$ cat src/rtl/bus_responder.sv
// Memory-mapped bus responder: byte RAM, a 16-bit timer with a latched high byte,
// and a 4-entry output FIFO, all behind a single registered read port.
module bus_responder #(
  parameter int          RAM_AW  = 9,
  parameter logic [15:0] IO_BASE = 16'hD000
) (
  input  logic        CLK,
  input  logic        R,
  input  logic [15:0] ADDR,
  input  logic        WE,
  input  logic [7:0]  DIN,
  output logic [7:0]  DOUT,
  output logic [7:0]  OUT_DATA,
  output logic        OUT_VALID,
  input  logic        OUT_READY
);

  localparam int RAM_DEPTH = 1 << RAM_AW;

  logic [7:0]  mem [RAM_DEPTH];
  logic [7:0]  fifo_mem [4];
  logic [15:0] counter;
  logic [7:0]  hi_shadow;
  logic        ten;
  logic [1:0]  head;
  logic [1:0]  tail;
  logic [2:0]  count;
  logic        ovf;

  logic       in_ram;
  logic       in_io;
  logic       sel_tlo;
  logic       sel_thi;
  logic       sel_stat;
  logic       sel_fifo;
  logic       sel_ctrl;
  logic       full;
  logic       empty;
  logic       pop;
  logic       push_req;
  logic       push;
  logic       overflow;
  logic [7:0] rd_data;

  assign in_ram   = (ADDR >> RAM_AW) == 16'd0;
  assign in_io    = ADDR[15:3] == IO_BASE[15:3];
  assign sel_tlo  = in_io && ADDR[2:0] == 3'd0;
  assign sel_thi  = in_io && ADDR[2:0] == 3'd1;
  assign sel_stat = in_io && ADDR[2:0] == 3'd2;
  assign sel_fifo = in_io && ADDR[2:0] == 3'd3;
  assign sel_ctrl = in_io && ADDR[2:0] == 3'd4;

  // A push into a full FIFO is still accepted when the head leaves on the same edge.
  assign full     = count == 3'd4;
  assign empty    = count == 3'd0;
  assign pop      = !empty && OUT_READY;
  assign push_req = WE && sel_fifo;
  assign push     = push_req && (!full || pop);
  assign overflow = push_req && full && !pop;

  assign OUT_VALID = !empty;
  assign OUT_DATA  = empty ? 8'h00 : fifo_mem[head];

  always_comb begin
    rd_data = 8'hFF;
    if (in_ram) begin
      rd_data = mem[ADDR[RAM_AW-1:0]];
    end else if (sel_tlo) begin
      rd_data = counter[7:0];
    end else if (sel_thi) begin
      rd_data = hi_shadow;
    end else if (sel_stat) begin
      rd_data = {5'b0, ovf, full, empty};
    end else if (sel_fifo) begin
      rd_data = 8'h00;
    end else if (sel_ctrl) begin
      rd_data = {7'b0, ten};
    end
  end

  // RAM and FIFO storage carry no reset; RAM must survive reset and FIFO slots are masked by count.
  always_ff @(posedge CLK) begin
    if (WE && in_ram) mem[ADDR[RAM_AW-1:0]] <= DIN;
  end

  always_ff @(posedge CLK) begin
    if (push) fifo_mem[tail] <= DIN;
  end

  always_ff @(posedge CLK or negedge R) begin
    if (!R) begin
      DOUT      <= 8'h00;
      counter   <= 16'h0000;
      hi_shadow <= 8'h00;
      ten       <= 1'b0;
      head      <= 2'd0;
      tail      <= 2'd0;
      count     <= 3'd0;
      ovf       <= 1'b0;
    end else begin
      DOUT <= rd_data;
      if (sel_tlo) hi_shadow <= counter[15:8];

      // Clear beats increment; the increment uses the enable held before this edge.
      if (WE && sel_ctrl && DIN[1]) counter <= 16'h0000;
      else if (ten)                 counter <= counter + 16'd1;
      if (WE && sel_ctrl) ten <= DIN[0];

      if (pop)  head <= head + 2'd1;
      if (push) tail <= tail + 2'd1;
      case ({push, pop})
        2'b10:   count <= count + 3'd1;
        2'b01:   count <= count - 3'd1;
        default: count <= count;
      endcase

      if (overflow)      ovf <= 1'b1;
      else if (sel_stat) ovf <= 1'b0;
    end
  end

endmodule

$ cat config.mk
export PLATFORM = sky130hd
export DESIGN_NAME = bus_responder
export DESIGN_NICKNAME = d
export VERILOG_FILES = /design/src/rtl/bus_responder.sv
export SDC_FILE = /design/constraint.sdc
export NUM_CORES = 2
export LEC_CHECK = 0
export BUFFER_PORTS_ARGS = -buffer_cell sky130_fd_sc_hd__buf_2
export CAP_MARGIN = 25
export CORE_MARGIN = 2
export CORE_UTILIZATION = 55
export DETAILED_ROUTE_END_ITERATION = 16
export PLACE_DENSITY = 0.7
export SETUP_SLACK_MARGIN = 0.2
export SYNTH_ARGS = -nofsm -noshare
export SYNTH_HDL_FRONTEND = slang
export SYNTH_MEMORY_MAX_BITS = 65536
export SYNTH_SLANG_ARGS = --single-unit
export TNS_END_PERCENT = 20
$ cat constraint.sdc
create_clock -name CLK -period 4.2 [get_ports CLK]
set_input_delay 0.84 -clock CLK [delete_from_list [all_inputs] [get_ports CLK]]
set_output_delay 0.84 -clock CLK [all_outputs]
set_load 0.02 [all_outputs]
# Word level (Yosys, flattened, before mapping)
# Memories as Yosys holds them, arrays and structs flattened.
# Cells that the tools add are included.
# Widths: inputs -> output; s select.
[totals]
inputBits = 28
memories = 2
output_inout_bits = 17
mem_bits_rw = 4128
ff_bits = 41
word_cells = 62
[classes]
n_addsub = 5
muxes = 16
n_reduce_logical = 23
n_eq_ne = 8
[memory_table]
columns = ["memory", "depth", "word_bits", "rd", "rd_ports_with_merged_regs", "wr", "line_no", "rtl"]
rows = [
  ["mem", 512, 8, 1, 0, 1, "20", "logic [7:0] mem [RAM_DEPTH];"],
  ["fifo_mem", 4, 8, 1, 0, 1, "21", "logic [7:0] fifo_mem [4];"],
]
[op_table]
columns = ["op", "n"]
rows = [
  ["$mux 8", 7],
  ["$mux 16", 2],
  ["$add 16x1->16 const B", 1],
  ["$logic_not 16->1", 1],
  ["$eq 13x13->1 const B", 1],
  ["$logic_and 1x1->1", 13],
  ["$eq 3x2->1 const B", 2],
  ["$eq 3x3->1 const B", 2],
  ["$logic_not 3->1", 2],
  ["$mux 1", 6],
  ["$pmux 3 s2", 1],
  ["$reduce_bool 2->1", 3],
  ["$add 2x1->2 const B", 2],
  ["$add 3x1->3 const B", 1],
  ["$eq 3x1->1 const B", 1],
  ["$logic_not 1->1", 3],
  ["$sub 3x1->3 const B", 1],
  ["$eq 2x1->1 const B", 1],
  ["$eq 2x2->1 const B", 1],
  ["$logic_or 1x1->1", 1],
]

# Logic depth before layout (Yosys ltp)
[logic_depth]
depth_word = 8
mapped_depth = 14

# Worst setup path before layout
# No wires, ideal clock.
[synth_path]
kind = "input to register"
startpoint = "input port ADDR[10]"
endpoint = "memory mem[96][0] (enable)"
arrival_ps = 3109
t_required_ps = 3830
setup_slack_ps = 720
setup_time_ps = 370
path_stages = 7
cell_sequence = "or4_1 > or4_1 > buf_2 > nor4b_2 > nand2_1 > clkbuf_1 > nor2_1"
[synth_between]
elab_chain_cells = 4
[synth_rtl]
columns = ["element", "line_no", "rtl"]
rows = [
  ["start, declared", "9", "input logic [15:0] ADDR,"],
  ["$logic_not 16->1", "45", "assign in_ram = (ADDR >> RAM_AW) == 16'd0;"],
  ["$logic_and 1x1->1", "83", "if (WE && in_ram) mem[ADDR[RAM_AW-1:0]] <= DIN;"],
  ["$mux 1", "83", ""],
  ["$mux 1 (implied by the code)", "83", ""],
  ["end, declared", "20", ""],
]
# No other way between the ends.

# Final worst setup path
[layout_path]
startpoint = "input port ADDR[0]"
endpoint = "register DOUT[1]"
[layout_between]
elab_chain_cells = 8
elab_cells_between_ends = 17
[layout_rtl]
columns = ["element", "line_no", "rtl"]
rows = [
  ["branches (longest 7 deep; another with $mem_v2 512x8)", "--", ""],
  ["$mux 8 *", "66", "if (in_ram) begin"],
  ["via rd_data[1]", "43", "logic [7:0] rd_data;"],
  ["end signal, assigned", "101", "DOUT <= rd_data;"],
  ["end, declared", "12", "output logic [7:0] DOUT,"],
]
# Mark *: on every way through the listed nets, which the timed path passes.
# A chain may end at the register's enable or synchronous reset.

==> summary.md <==
| Metric | Value |
|---|---|
| Leak pwr | `62.3 nW` |
| Post-DR vias/cell | `6.64` |
| Gr ovfl total | `0` |
| IO Count | `45` |
| TritonRoute pass-1 iters | `7` |
| Root buf cell | `clkbuf_16` |
| Post-Synthesis Cells | `7744` |
| Crit end category | `register` |
| CTS tree | `built` |
| Vias in the first global route | `87600` |
| Global-route wire length before repair | `664 mm` |
| Final Non-Filler Cells | `13300` |
| Nets@finish | `9078` |
| Largest cells by area after synthesis | `edfxtp_1 76%, mux4_2 13%, mux2i_1 2.0%` |
| RSZ-0062 raised after global routing | `false` |
| Core Box Area | `294000 sq um` |
| Worst reg-to-reg setup slack | `0.51 ns` |
| Final ANT Viol Nets | `0` |
| Post-synth top flop | `edfxtp_1` |
| Gpl congestion | `0.966` |
| DIE AREA | `299000 sq um` |
| Final Cycle Share | `90.6%` |
| Worst r2r path cells | `9` |
| Worst Path Required | `5.04 ns` |
| Setup Viol. Count Final | `0` |
| FF-to-FF Start | `mem[115][2]$_DFFE_PP_` |
| Power, Total | `0.0864 W` |
| Yosys cell types | `75` |
| Final Slew Violations | `0` |
| Placed Instance Area | `177000 sq um` |
| R2r endpoint | `DOUT[2]$_DFF_PN0_` |
| Initial antenna violation count | `24` |
| Slew @ Worst Pin | `1.20 ns` |
| YS warnings | `0` |
| Initial DRC count | `14400` |
| Initial cell density of the core | `55.2%` |
| Synthesis-stage register bit count | `4169` |
| Critical Path Start Type | `input port` |
| Clock Skews | `0.0576 ns` |
| Die X-Extent | `547 microns` |
| Clock buffer depth | `4` |
| Commonest non-fill, non-tap cell in the layout | `edfxtp_1` |
| VDD IR max | `0.544 mV` |
| Post-synth EDFFs | `4128` |
| Worst-path clk slew | `0.06 ns` |
| Port buffer count | `44` |
| Asr flop ratio synth | `0.983%` |
| Final hold vios | `0` |
| HP Start | `OUT_READY` |
| Worst hold path depth | `3` |
| Row count | `199` |
| Top-area cell type share of the netlist area | `76.5%` |
| Syn_nets | `7778` |
| Pwr Density | `455 nW/um^2` |
| Post-CTS Repair Setup Buffers | `0` |
| Final WL | `472 mm` |
| Share of cells above drive strength 1 | `31.9%` |
| GRT Overall Usage | `31.5%` |
| Crit path DAT | `4.64 ns` |
| Fmax achieved | `0.263 GHz` |
| Post-layout instance area | `190000 sq um` |
| Max_cap viols | `0` |
| Layout area overhead | `17.2%` |
| Routed wire per std cell | `35.4 microns` |
| Hold endpoint | `head[1]$_DFFE_PN0P_` |
| Die height | `547 microns` |
| Post-synthesis cell area | `162000 sq um` |
| Pin count of the biggest net entering global routing | `152` |
| Sequential fraction of the synthesis area | `77.1%` |
| Post-DP HPWL | `305 mm` |
| DRC | `0` |
| Hold crit path type | `input port to register` |
| Placed Instances | `12500` |
| Critical path peak fanout | `24` |
| Fin crit period | `3.81 ns` |
| CTS buffer count | `410` |
| Post-synth top area cell | `edfxtp_1` |
| Setup Crit Path Kind | `input port to register` |
| Status | `complete, no violations` |
| Number of H-tree levels | `5` |
| Clk sink count | `4169` |
| Slew HR | `19.6%` |
| Mapped Avg Cell Area | `20.9 sq um` |
| DR vias | `88500` |
| Most frequent cells in the layout | `4128 x edfxtp_1, 1181 x buf_4, 961 x mux4_2, 603 x nor2_1, 411 x clkbuf_16` |
| Clk Latency, worst-skew pair | `0.99 ns` |
-- power by group --
group | total (W) | switching, W | leakage [nW] | internal (W)
Combinational | 0.00478 | 0.00303 | 18.4 | 0.00176
Sequential | 0.0458 | 0.0000715 | 37.5 | 0.0457
Clock | 0.0358 | 0.0159 | 6.35 | 0.0199
-- cell type report --
class | instances | area, sq um
diodes | 13 | 32.5
clock buffers | 485 | 10600
clock inverters | 271 | 2470
fillers | 19000 | 104000
inverters | 15 | 68.8
multi-input cells | 3074 | 34800
flip-flops and latches | 4169 | 125000
well taps | 3919 | 4900
repair buffers | 1374 | 12200
-- registers in the layout, summed over array words and instances (netlist names) --
register and flops:
DOUT 8, count 3, counter 16, fifo_mem 32
head 2, hi_shadow 8, mem 4096, ovf 1
tail 2, ten 1
-- cell usage after synthesis, types with 11 or more instances --
cell	instances
edfxtp_1	4128
mux4_2	961
nor2_1	608
mux2i_1	330
clkbuf_1	228
nand2_1	227
a22oi_1	138
buf_2	125
a21oi_1	110
nand3_1	94
o21ai_0	88
o22ai_1	70
buf_4	55
buf_1	45
dfrtp_1	41
mux2_2	37
a31oi_1	35
nand4_1	34
buf_6	33
nor3_1	25
a221oi_1	24
o211ai_1	23
a32oi_1	21
and2_1	19
a22o_1	15
inv_1	13
o221ai_1	13
nor4_1	12
xor2_1	12
o22a_1	11
-- cells by family after synthesis --
| kind of cell | count (synthesis) | share of synthesized area, % |
|---|---|---|
| DFF | 4169 | 77.1 |
| muxes | 1338 | 15.7 |
| and+or+nand+nor | 1088 | 2.86 |
| AOI/OAI and AO/OA | 622 | 2.60 |
| buffers and inverters | 501 | 1.54 |
| xor gates and xnor gates | 20 | 0.108 |
| adders and majority gates | 6 | 0.0510 |
-- per-stage QoR --
stage               setup WS [ns]  TNS, ns  hold WS [ns]  utilization [%]
floorplan                   0.720        0         0.459                -
global placement           -0.780    -2.90         0.473             60.2
detailed placement         -0.553    -2.63         0.483             60.2
CTS                         0.480        0         0.205             64.7
global route                0.480        0         0.260             64.7
finish                      0.393        0         0.250             64.7
-- worst max-delay path by stage --
stage | startpoint | endpoint | slack, ns | depth (start not counted)
finish | ADDR[0] | DOUT[1]$_DFF_PN0_ | 0.39 | 11
global route | ADDR[0] | DOUT[6]$_DFF_PN0_ | 0.48 | 12
CTS | ADDR[0] | DOUT[4]$_DFF_PN0_ | 0.48 | 12
detailed placement | ADDR[0] | DOUT[4]$_DFF_PN0_ | -0.55 | 12
global placement | ADDR[0] | DOUT[0]$_DFF_PN0_ | -0.78 | 10
floorplan | ADDR[10] | mem[96][0]$_DFFE_PP_ | 0.72 | 7
-- critical path, stage by stage --
cell and delay, ns:
buf_12 0.26, buf_12 0.29, buf_12 0.26, mux4_2 0.54, mux2i_1 0.71, buf_4 0.24
o22ai_1 0.16, nor2_1 0.18, o211ai_1 0.14, a311oi_1 0.75, a31oi_1 0.17
-- repair_timing --
action	CTS	global route
endpoints found under the setup margin	0	1
hold endpoints to repair	26	0
resized for setup	0	1
hold buffers	1	0
-- routing by layer --
metal	share of wire (%)	GRT usage (%)	vias to the layer above
li1	-	-	34800
met5	0.017	0	-
met1	35	43.0	46100
met2	46	47.6	6297
met3	13	8.15	1215
met4	6.0	15.7	12
No activity file was read; power rests on OpenSTA's default activity.
